<file path="src/rtl/alu_pkg.sv">
// alu_pkg: shared opcode constants, FSM state encodings and datapath width for the ALU arbiter.
package alu_pkg;

    localparam int DW = 32;

    localparam logic [2:0] OP_ADD = 3'd0;
    localparam logic [2:0] OP_SUB = 3'd1;
    localparam logic [2:0] OP_INC = 3'd2;
    localparam logic [2:0] OP_DEC = 3'd3;
    localparam logic [2:0] OP_AND = 3'd4;
    localparam logic [2:0] OP_OR  = 3'd5;
    localparam logic [2:0] OP_NOT = 3'd6;
    localparam logic [2:0] OP_XOR = 3'd7;

    typedef enum logic [1:0] {
        ST_IDLE = 2'd0,
        ST_EXEC = 2'd1,
        ST_RESP = 2'd2
    } state_t;

endpackage

</file>
<file path="src/rtl/alu.sv">
// alu: shared combinational ALU; 33-bit result with carry/borrow in bit 32, outputs forced to zero when disabled.
module alu
    import alu_pkg::*;
(
    input  logic          enable,
    input  logic [DW-1:0] a,
    input  logic [DW-1:0] b,
    input  logic [2:0]    opcode,
    output logic          zf,
    output logic          cf,
    output logic [DW:0]   res
);

    logic [DW:0] r;
    logic [DW:0] ax;
    logic [DW:0] bx;

    assign ax = {1'b0, a};
    assign bx = {1'b0, b};

    always_comb begin
        r = '0;
        case (opcode)
            OP_ADD:  r = ax + bx;
            OP_SUB:  r = ax - bx;
            OP_INC:  r = ax + (DW+1)'(1);
            OP_DEC:  r = ax - (DW+1)'(1);
            OP_AND:  r = ax & bx;
            OP_OR:   r = ax | bx;
            OP_NOT:  r = {1'b0, ~a};
            OP_XOR:  r = ax ^ bx;
            default: r = '0;
        endcase
    end

    assign res = enable ? r : '0;
    assign zf  = enable && (r[DW-1:0] == '0);
    assign cf  = enable && r[DW];

endmodule

</file>
<file path="src/rtl/alu_arbiter.sv">
// alu_arbiter: round-robin arbitration of two requesters onto one shared ALU,
// with an IDLE -> EXEC -> RESP handshake FSM and registered response outputs.
module alu_arbiter
    import alu_pkg::*;
#(
    parameter int ALU_LAT = 1
) (
    input  logic          clk,
    input  logic          rst,
    input  logic          req0_valid,
    input  logic          req1_valid,
    output logic          req0_ready,
    output logic          req1_ready,
    input  logic [DW-1:0] req0_a,
    input  logic [DW-1:0] req0_b,
    input  logic [DW-1:0] req1_a,
    input  logic [DW-1:0] req1_b,
    input  logic [2:0]    req0_op,
    input  logic [2:0]    req1_op,
    output logic          rsp_valid,
    input  logic          rsp_ready,
    output logic          rsp_id,
    output logic [DW:0]   rsp_res,
    output logic          rsp_zf,
    output logic          rsp_cf
);

    localparam logic [1:0] CNT_INIT = 2'(ALU_LAT - 1);

    state_t        state;
    logic [1:0]    cnt;
    logic          last;
    logic          id;
    logic [DW-1:0] a_q;
    logic [DW-1:0] b_q;
    logic [2:0]    op_q;
    logic          alu_en;
    logic          alu_zf;
    logic          alu_cf;
    logic [DW:0]   alu_res;
    logic          idle;
    logic          g0;
    logic          g1;

    // last holds the most recently served id; reset value 1 gives req0 first priority
    assign g0         = req0_valid && (!req1_valid || last);
    assign g1         = req1_valid && (!req0_valid || !last);
    assign idle       = (state == ST_IDLE) && !rst;
    assign req0_ready = idle && g0;
    assign req1_ready = idle && g1;
    assign alu_en     = (state == ST_EXEC) && !rst;

    alu u_alu (
        .enable (alu_en),
        .a      (a_q),
        .b      (b_q),
        .opcode (op_q),
        .zf     (alu_zf),
        .cf     (alu_cf),
        .res    (alu_res)
    );

    always_ff @(posedge clk) begin
        if (rst) begin
            state     <= ST_IDLE;
            cnt       <= '0;
            last      <= 1'b1;
            id        <= 1'b0;
            a_q       <= '0;
            b_q       <= '0;
            op_q      <= '0;
            rsp_valid <= 1'b0;
            rsp_id    <= 1'b0;
            rsp_res   <= '0;
            rsp_zf    <= 1'b0;
            rsp_cf    <= 1'b0;
        end else begin
            case (state)
                ST_IDLE: begin
                    if (req0_ready || req1_ready) begin
                        id    <= req1_ready;
                        a_q   <= req1_ready ? req1_a : req0_a;
                        b_q   <= req1_ready ? req1_b : req0_b;
                        op_q  <= req1_ready ? req1_op : req0_op;
                        cnt   <= CNT_INIT;
                        state <= ST_EXEC;
                    end
                end
                ST_EXEC: begin
                    if (cnt == 2'd0) begin
                        rsp_valid <= 1'b1;
                        rsp_id    <= id;
                        rsp_res   <= alu_res;
                        rsp_zf    <= alu_zf;
                        rsp_cf    <= alu_cf;
                        state     <= ST_RESP;
                    end else begin
                        cnt <= cnt - 2'd1;
                    end
                end
                ST_RESP: begin
                    if (rsp_ready) begin
                        rsp_valid <= 1'b0;
                        last      <= rsp_id;
                        state     <= ST_IDLE;
                    end
                end
                default: state <= ST_IDLE;
            endcase
        end
    end

endmodule

</file>
<file path="config.mk">
export PLATFORM = sky130hd
export DESIGN_NAME = alu_arbiter
export DESIGN_NICKNAME = d
export VERILOG_FILES = /design/src/rtl/alu_pkg.sv /design/src/rtl/alu.sv /design/src/rtl/alu_arbiter.sv
export SDC_FILE = /design/constraint.sdc
export NUM_CORES = 1
export LEC_CHECK = 0
export ABC_AREA = 0
export BUFFER_PORTS_ARGS = -buffer_cell sky130_fd_sc_hd__buf_2
export CORE_MARGIN = 3
export CORE_UTILIZATION = 55
export DETAILED_ROUTE_END_ITERATION = 6
export GPL_ROUTABILITY_DRIVEN = 0
export PLACE_DENSITY_LB_ADDON = 0.15
export SLEW_MARGIN = 20
export SYNTH_ARGS = -nofsm -noshare
export SYNTH_HDL_FRONTEND = slang
export SYNTH_HIERARCHICAL = 1
export SYNTH_SLANG_ARGS = --single-unit
</file>
<file path="constraint.sdc">
create_clock -name clk -period 12.85 [get_ports clk]
set_input_delay 0.6425 -clock clk [delete_from_list [all_inputs] [get_ports clk]]
set_output_delay 0.6425 -clock clk [all_outputs]
set_load 0.03 [all_outputs]
</file>
---- Yosys cells after proc, flatten, opt, wreduce, memory -nomap -nowiden ----
Index checks and enable logic that the tools add are counted.
W data, S select, Z words.
word-level totals
  bits in registers ....................... 110
  output and inout bits ................... 39
  word-level logic and storage cells ...... 76
cells by class
  $add $sub $neg .......................... 5
  equality and inequality tests ........... 13
  multiplexer cells ....................... 15
  bitwise gates (word level) .............. 4
  reductions and logical operators ........ 27
operators with widths
  kind                     number
  $pmux W33 S8             1
  $mux W32                 2
  $add A32 B1 Y33 const B  1
  $add A32 B32 Y33         1
  $mux W33                 1
  $sub A32 B1 Y33 const B  1
  $sub A32 B32 Y33         1
  $and A32 B32 Y32         1
  $logic_not A32 Y1        1
  $not A32 Y32             1
  $or A32 B32 Y32          1
  $xor A32 B32 Y32         1
  $eq A3 B3 Y1 const B     4
  $mux W2                  5
  $reduce_and A3 Y1        3
  $logic_and A1 B1 Y1      8
  $eq A3 B2 Y1 const B     2
  $pmux W2 S3              1
  $reduce_and A2 Y1        3
  $logic_not A1 Y1         4
  $logic_not A2 Y1         2
  $ne A2 B1 Y1 const B     2
  $ne A2 B2 Y1 const B     2
  $pmux W2 S2              1
  10 further kinds         14

---- Longest topological paths before layout ----
  depth in word-level cells ............... 7
  gate-level depth with buffers ........... 26
  mapped depth without buffers ............ 25

---- Cells and area by module ----
The synthesis kept the hierarchy.
modules (own cells, without submodules)
  module       times used  cells each  area each (um^2)  sequential area each (um^2)
  alu          1           854         5,401.4           0.0
  alu_arbiter  1           598         4,854.7           2,202.1

---- Worst setup path before layout ----
Ideal clock, no wire load.
  path kind ............................... register to register
  from .................................... reg op_q[0]
  to ...................................... reg rsp_zf
  setup time .............................. 0.070 ns
  arrival time ............................ 5.435 ns
  data required time ...................... 12.780 ns
  setup slack ............................. 7.344 ns
  stages on the path, launching flop included .. 24
  path buffers ............................ 7
  clock period less this slack ............ 5.506 ns
  cell sequence ........................... dfxtp_1 buf_4 buf_2 buf_1 clkbuf_1 clkbuf_1 clkbuf_1 clkbuf_1 nand2_1 o22a_1 fa_1 nand2b_1 a21oi_2 o2111ai_2 and3b_1 o21bai_2 o311ai_1 or4_1 or4_1 nor4_1 nand4_1 nor4_2 nand2_1 a21oi_1
on the way
  word-level cells in the longest chain between the ends .. 4
  elaborated cells on any way between the ends .. 11
ends and longest elaborated chain
  what                                        line               text
  start, declared                             alu_arbiter.sv:36  logic [2:0] op_q;
  start signal, assigned                      alu_arbiter.sv:84  op_q <= req1_ready ? req1_op : req0_op;
  $eq A3 B3 Y1, or another cell as far along  alu.sv:23          case (opcode)
  $pmux W33 S8 (*)                            alu.sv:23
  $logic_not A32 Y1 (*)                       alu.sv:37          assign zf = enable && (r[DW-1:0] == '0);
  $logic_and A1 B1 Y1 (*)                     alu.sv:37
  named net alu_zf                            alu_arbiter.sv:38  logic alu_zf;
  end signal, assigned                        alu_arbiter.sv:94  rsp_zf <= alu_zf;
  end, declared                               alu_arbiter.sv:24  output logic rsp_zf,
Mark *: on every way through the listed nets, which the timed path passes. The rest lies on a longest branch.
A chain may end at the register's enable or synchronous reset.

---- Worst setup path in the final report ----
  from .................................... reg b_q[1]
  to ...................................... reg rsp_zf
on the way
  word-level cells in the longest chain between the ends .. 4
  elaborated cells on any way between the ends .. 8
ends and longest elaborated chain
  what                                            line               text
  start, declared                                 alu_arbiter.sv:35  logic [DW-1:0] b_q;
  start signal, assigned                          alu_arbiter.sv:83  b_q <= req1_ready ? req1_b : req0_b;
  $sub A32 B32 Y33, or another cell as far along  alu.sv:25          OP_SUB: r = ax - bx;
  $pmux W33 S8 (*)                                alu.sv:23
  $logic_not A32 Y1 (*)                           alu.sv:37
  $logic_and A1 B1 Y1 (*)                         alu.sv:37
  named net alu_zf                                alu_arbiter.sv:38
Marks and branches as above.

==> run summary <==
Fmax -> 167 MHz
IO Port Bufs -> 177
syn_area_per_cell -> 7.06 um^2
crit share post-route -> 46.6%
met1 Resource Use GR -> 48.2%
core area -> 18100 um^2
worst hold path type -> register to register
Worst Clk Skew -> 13.0 ps
post-CTS setup buffers -> 0
met3 usage -> 4.57%
Crit path arrival time -> 6280 ps
Initial DRT Pass Iterations -> 5
VDD IR max -> 73.5 uV
Vias -> 11200
Sum Neg Setup Slack -> 0 ps
wire per inst -> 18.0 um
initial antenna violation count -> 0
most frequent cells in the layout -> 185 x nand2_1, 176 x buf_2, 174 x a21oi_1, 169 x o21ai_0, 107 x dfxtp_1
ratio of cells with drive above 1 in the final layout -> 16.3%
MaxCap Viol Count -> 0
synthesized instance count -> 1452
Overflow after GRT -> 0
most common cell after layout, fill and taps aside -> nand2_1
FF+latch count, synth -> 110
CP Launch Type -> register
Initial DRC Count -> 1398
Lkg Pwr -> 4.51 nW
Die X -> 143 um
antenna diode count -> 0
Slew headroom -> 44.5%
most frequent CP cell -> a21oi_1
Fillers -> 1721
largest net degree at the start of global routing -> 85
io pins -> 178
GRT Resource Usage Total -> 30.2%
post-CTS sizing -> 0
slowest stage cell, crit path -> nor4_1
worst-margin pin slew -> 833 ps
minimum clock period -> 5990 ps
Total Wirelength -> 31.8 mm
busiest metal layer after global routing -> met1
final net count -> 1772
CTS Root Cell -> clkbuf_16
first-pass GRT wire length -> 50.3 mm
clock transition at the registers of the reported paths -> 80 ps
Die ar. -> 20300 um^2
number of buffers and inverters on the critical path -> 1
Yosys warnings -> 6
RSZ-0062 raised after global routing -> no
dpl hpwl -> 23.5 mm
CP Data Required Time -> 13140 ps
starting density of the core -> 56.5%
number of synthesized flops with an enable pin -> 0
worst-path cell chain -> inv_1 -> ha_1 -> nand4_1 -> nor4_1 -> nand3_1 -> nor3_2 -> nand2_1 -> a21oi_1 -> a31oi_1 -> a21oi_1 -> nor2_1 -> ha_1 -> a21o_1 -> a21oi_1 -> a21oi_1 -> o22ai_1 -> o311ai_1 -> or4_1 -> or4_1 -> nor4_1 -> nand4_1 -> nor4_2 -> nand2_1 -> a21oi_1
DRC errors left -> 0
cell row count -> 49
most area-hungry cell type in the Yosys netlist -> dfxtp_1
area grow syn2layout -> 10.2%
area share of the largest cell type after synthesis -> 21.5%
clk buf depth -> 2
Die Height -> 143 um
Worst Path Max Fanout -> 10
DR vias/cell -> 6.34
CTS sink cnt -> 110
GR Util met2 -> 41.6%
mapped cell area -> 10300 um^2
number of global-route vias before repair -> 9572
CTS Buf Count -> 9
CTS tree -> done
ys async rst share -> 0%
Critical Path End Type -> register
status -> complete, no violations
Final Setup Violations -> 0
utilization after layout -> 62.3%
Setup CP Type -> register to register
sequential fraction of the synthesis area -> 21.5%
main flop type after synthesis -> dfxtp_1
htree depth -> 3
Slew Viols, Final -> 0
unique cell type count in the Yosys netlist -> 82
CTS Hold Bufs -> 0
Area contributors post-synth -> dfxtp_1 21%, ha_1 12%, a21oi_1 8.5%
Detail Route Antenna Nets -> 0
Top Family by Delay on Critical Path -> simple AND/OR/NAND/NOR gates
Clock Latency Late Sink -> 360 ps
Final Hold Fails -> 0
post-synthesis net count -> 1690
Power Density -> 110 nW/um^2
CP max stage delay -> 660 ps
logic make-up after synthesis:
logic type | Yosys count | share of synthesized area [%]
adders and majority gates | 99 | 12.2
xor gates and xnor gates | 22 | 1.88
AOI/OAI and AO/OA | 540 | 32.5
DFF | 110 | 21.5
muxes | 12 | 2.05
buffers and inverters | 211 | 8.91
and+or+nand+nor | 458 | 21.1
synthesized netlist by cell type (4+ instances only):
library cell	number
o211ai_1	10
and3_1	4
xor2_1	15
nor2b_1	6
a211oi_1	22
buf_2	33
clkbuf_1	68
nor3b_1	5
nand2_1	185
a21oi_1	174
nand4_1	13
inv_1	85
o21ai_0	170
a311oi_1	70
nor3_1	12
nor2_1	75
a31oi_1	10
xnor2_1	7
o2111ai_1	4
buf_1	7
a21oi_2	5
o31ai_1	6
a21o_1	9
or4_1	9
dfxtp_1	110
ha_1	98
o21ai_1	8
nand3_1	87
o21a_1	5
and2_1	25
nand2b_1	4
o311ai_0	9
o221ai_1	6
mux4_2	7
nor4_1	10
buf_4	11
buf_6	5
flip-flops by register name (all words and copies together) (netlist names):
| name | cells |
|---|---|
| a_q | 32 |
| b_q | 32 |
| cnt | 2 |
| id | 1 |
| last | 1 |
| op_q | 3 |
| rsp_cf | 1 |
| rsp_id | 1 |
| rsp_res | 33 |
| rsp_valid | 1 |
| rsp_zf | 1 |
| state | 2 |
stage by stage:
stage                     hold slack [ps]  instance area [um^2]  worst slack [ps]  total power [W]  std cells
final                                 449                 11300              6860          0.00124       1768
after CTS                             453                 11300              7000          0.00123       1768
after global placement                440                 11000              7230         0.000926       1752
after global routing                  475                 11300              6350          0.00132       1768
after floorplan                       432                 10300              7340         0.000798       1452
after detailed placement              443                 11000              7070         0.000934       1752
power breakdown:
part / total, W / switching [W] / internal, W
combinational: 0.000540 / 0.000340 / 0.000200
sequential: 0.000406 / 0.0000432 / 0.000363
clock: 0.000296 / 0.000141 / 0.000155
worst register-to-register path: cells and delay by family, from the launching register on:
kind	cells	cell delay [ps]
adder cells (fa/ha/maj)	2	670
buffers and inverters	1	140
AND/OR/NAND/NOR	12	3390
flip-flops	1	330
AO/OA/AOI/OAI	9	1410
cell type report:
class                   instances  area (um^2)  area share [%]
clock buffers                  10          229            2.03
clock inverters                 6         73.8           0.653
inverters                      86          323            2.85
multi-input cells            1131         7160            63.3
flip-flops and latches        110         2210            19.5
well taps                     229          287            2.53
repair buffers                196         1030            9.12
path summary, 6_finish.rpt:
| check | from | endpoint | slack (ps) | cells after the start |
|---|---|---|---|---|
| max | b_q[1] | rsp_zf | 6860 | 24 |
| min | rsp_res[20] | rsp_res[20] | 450 | 2 |
| max reg2reg | b_q[1] | rsp_zf | 6860 | 24 |
| min reg2reg | rsp_res[20] | rsp_res[20] | 450 | 2 |
per-layer routing:
metal	up-vias	share of wire [%]
met2	637	40
met3	53	11
met1	5070	47
met4	0	2.0
met5	-	0
li1	5442	-
Power figures use the tool's default switching activity.
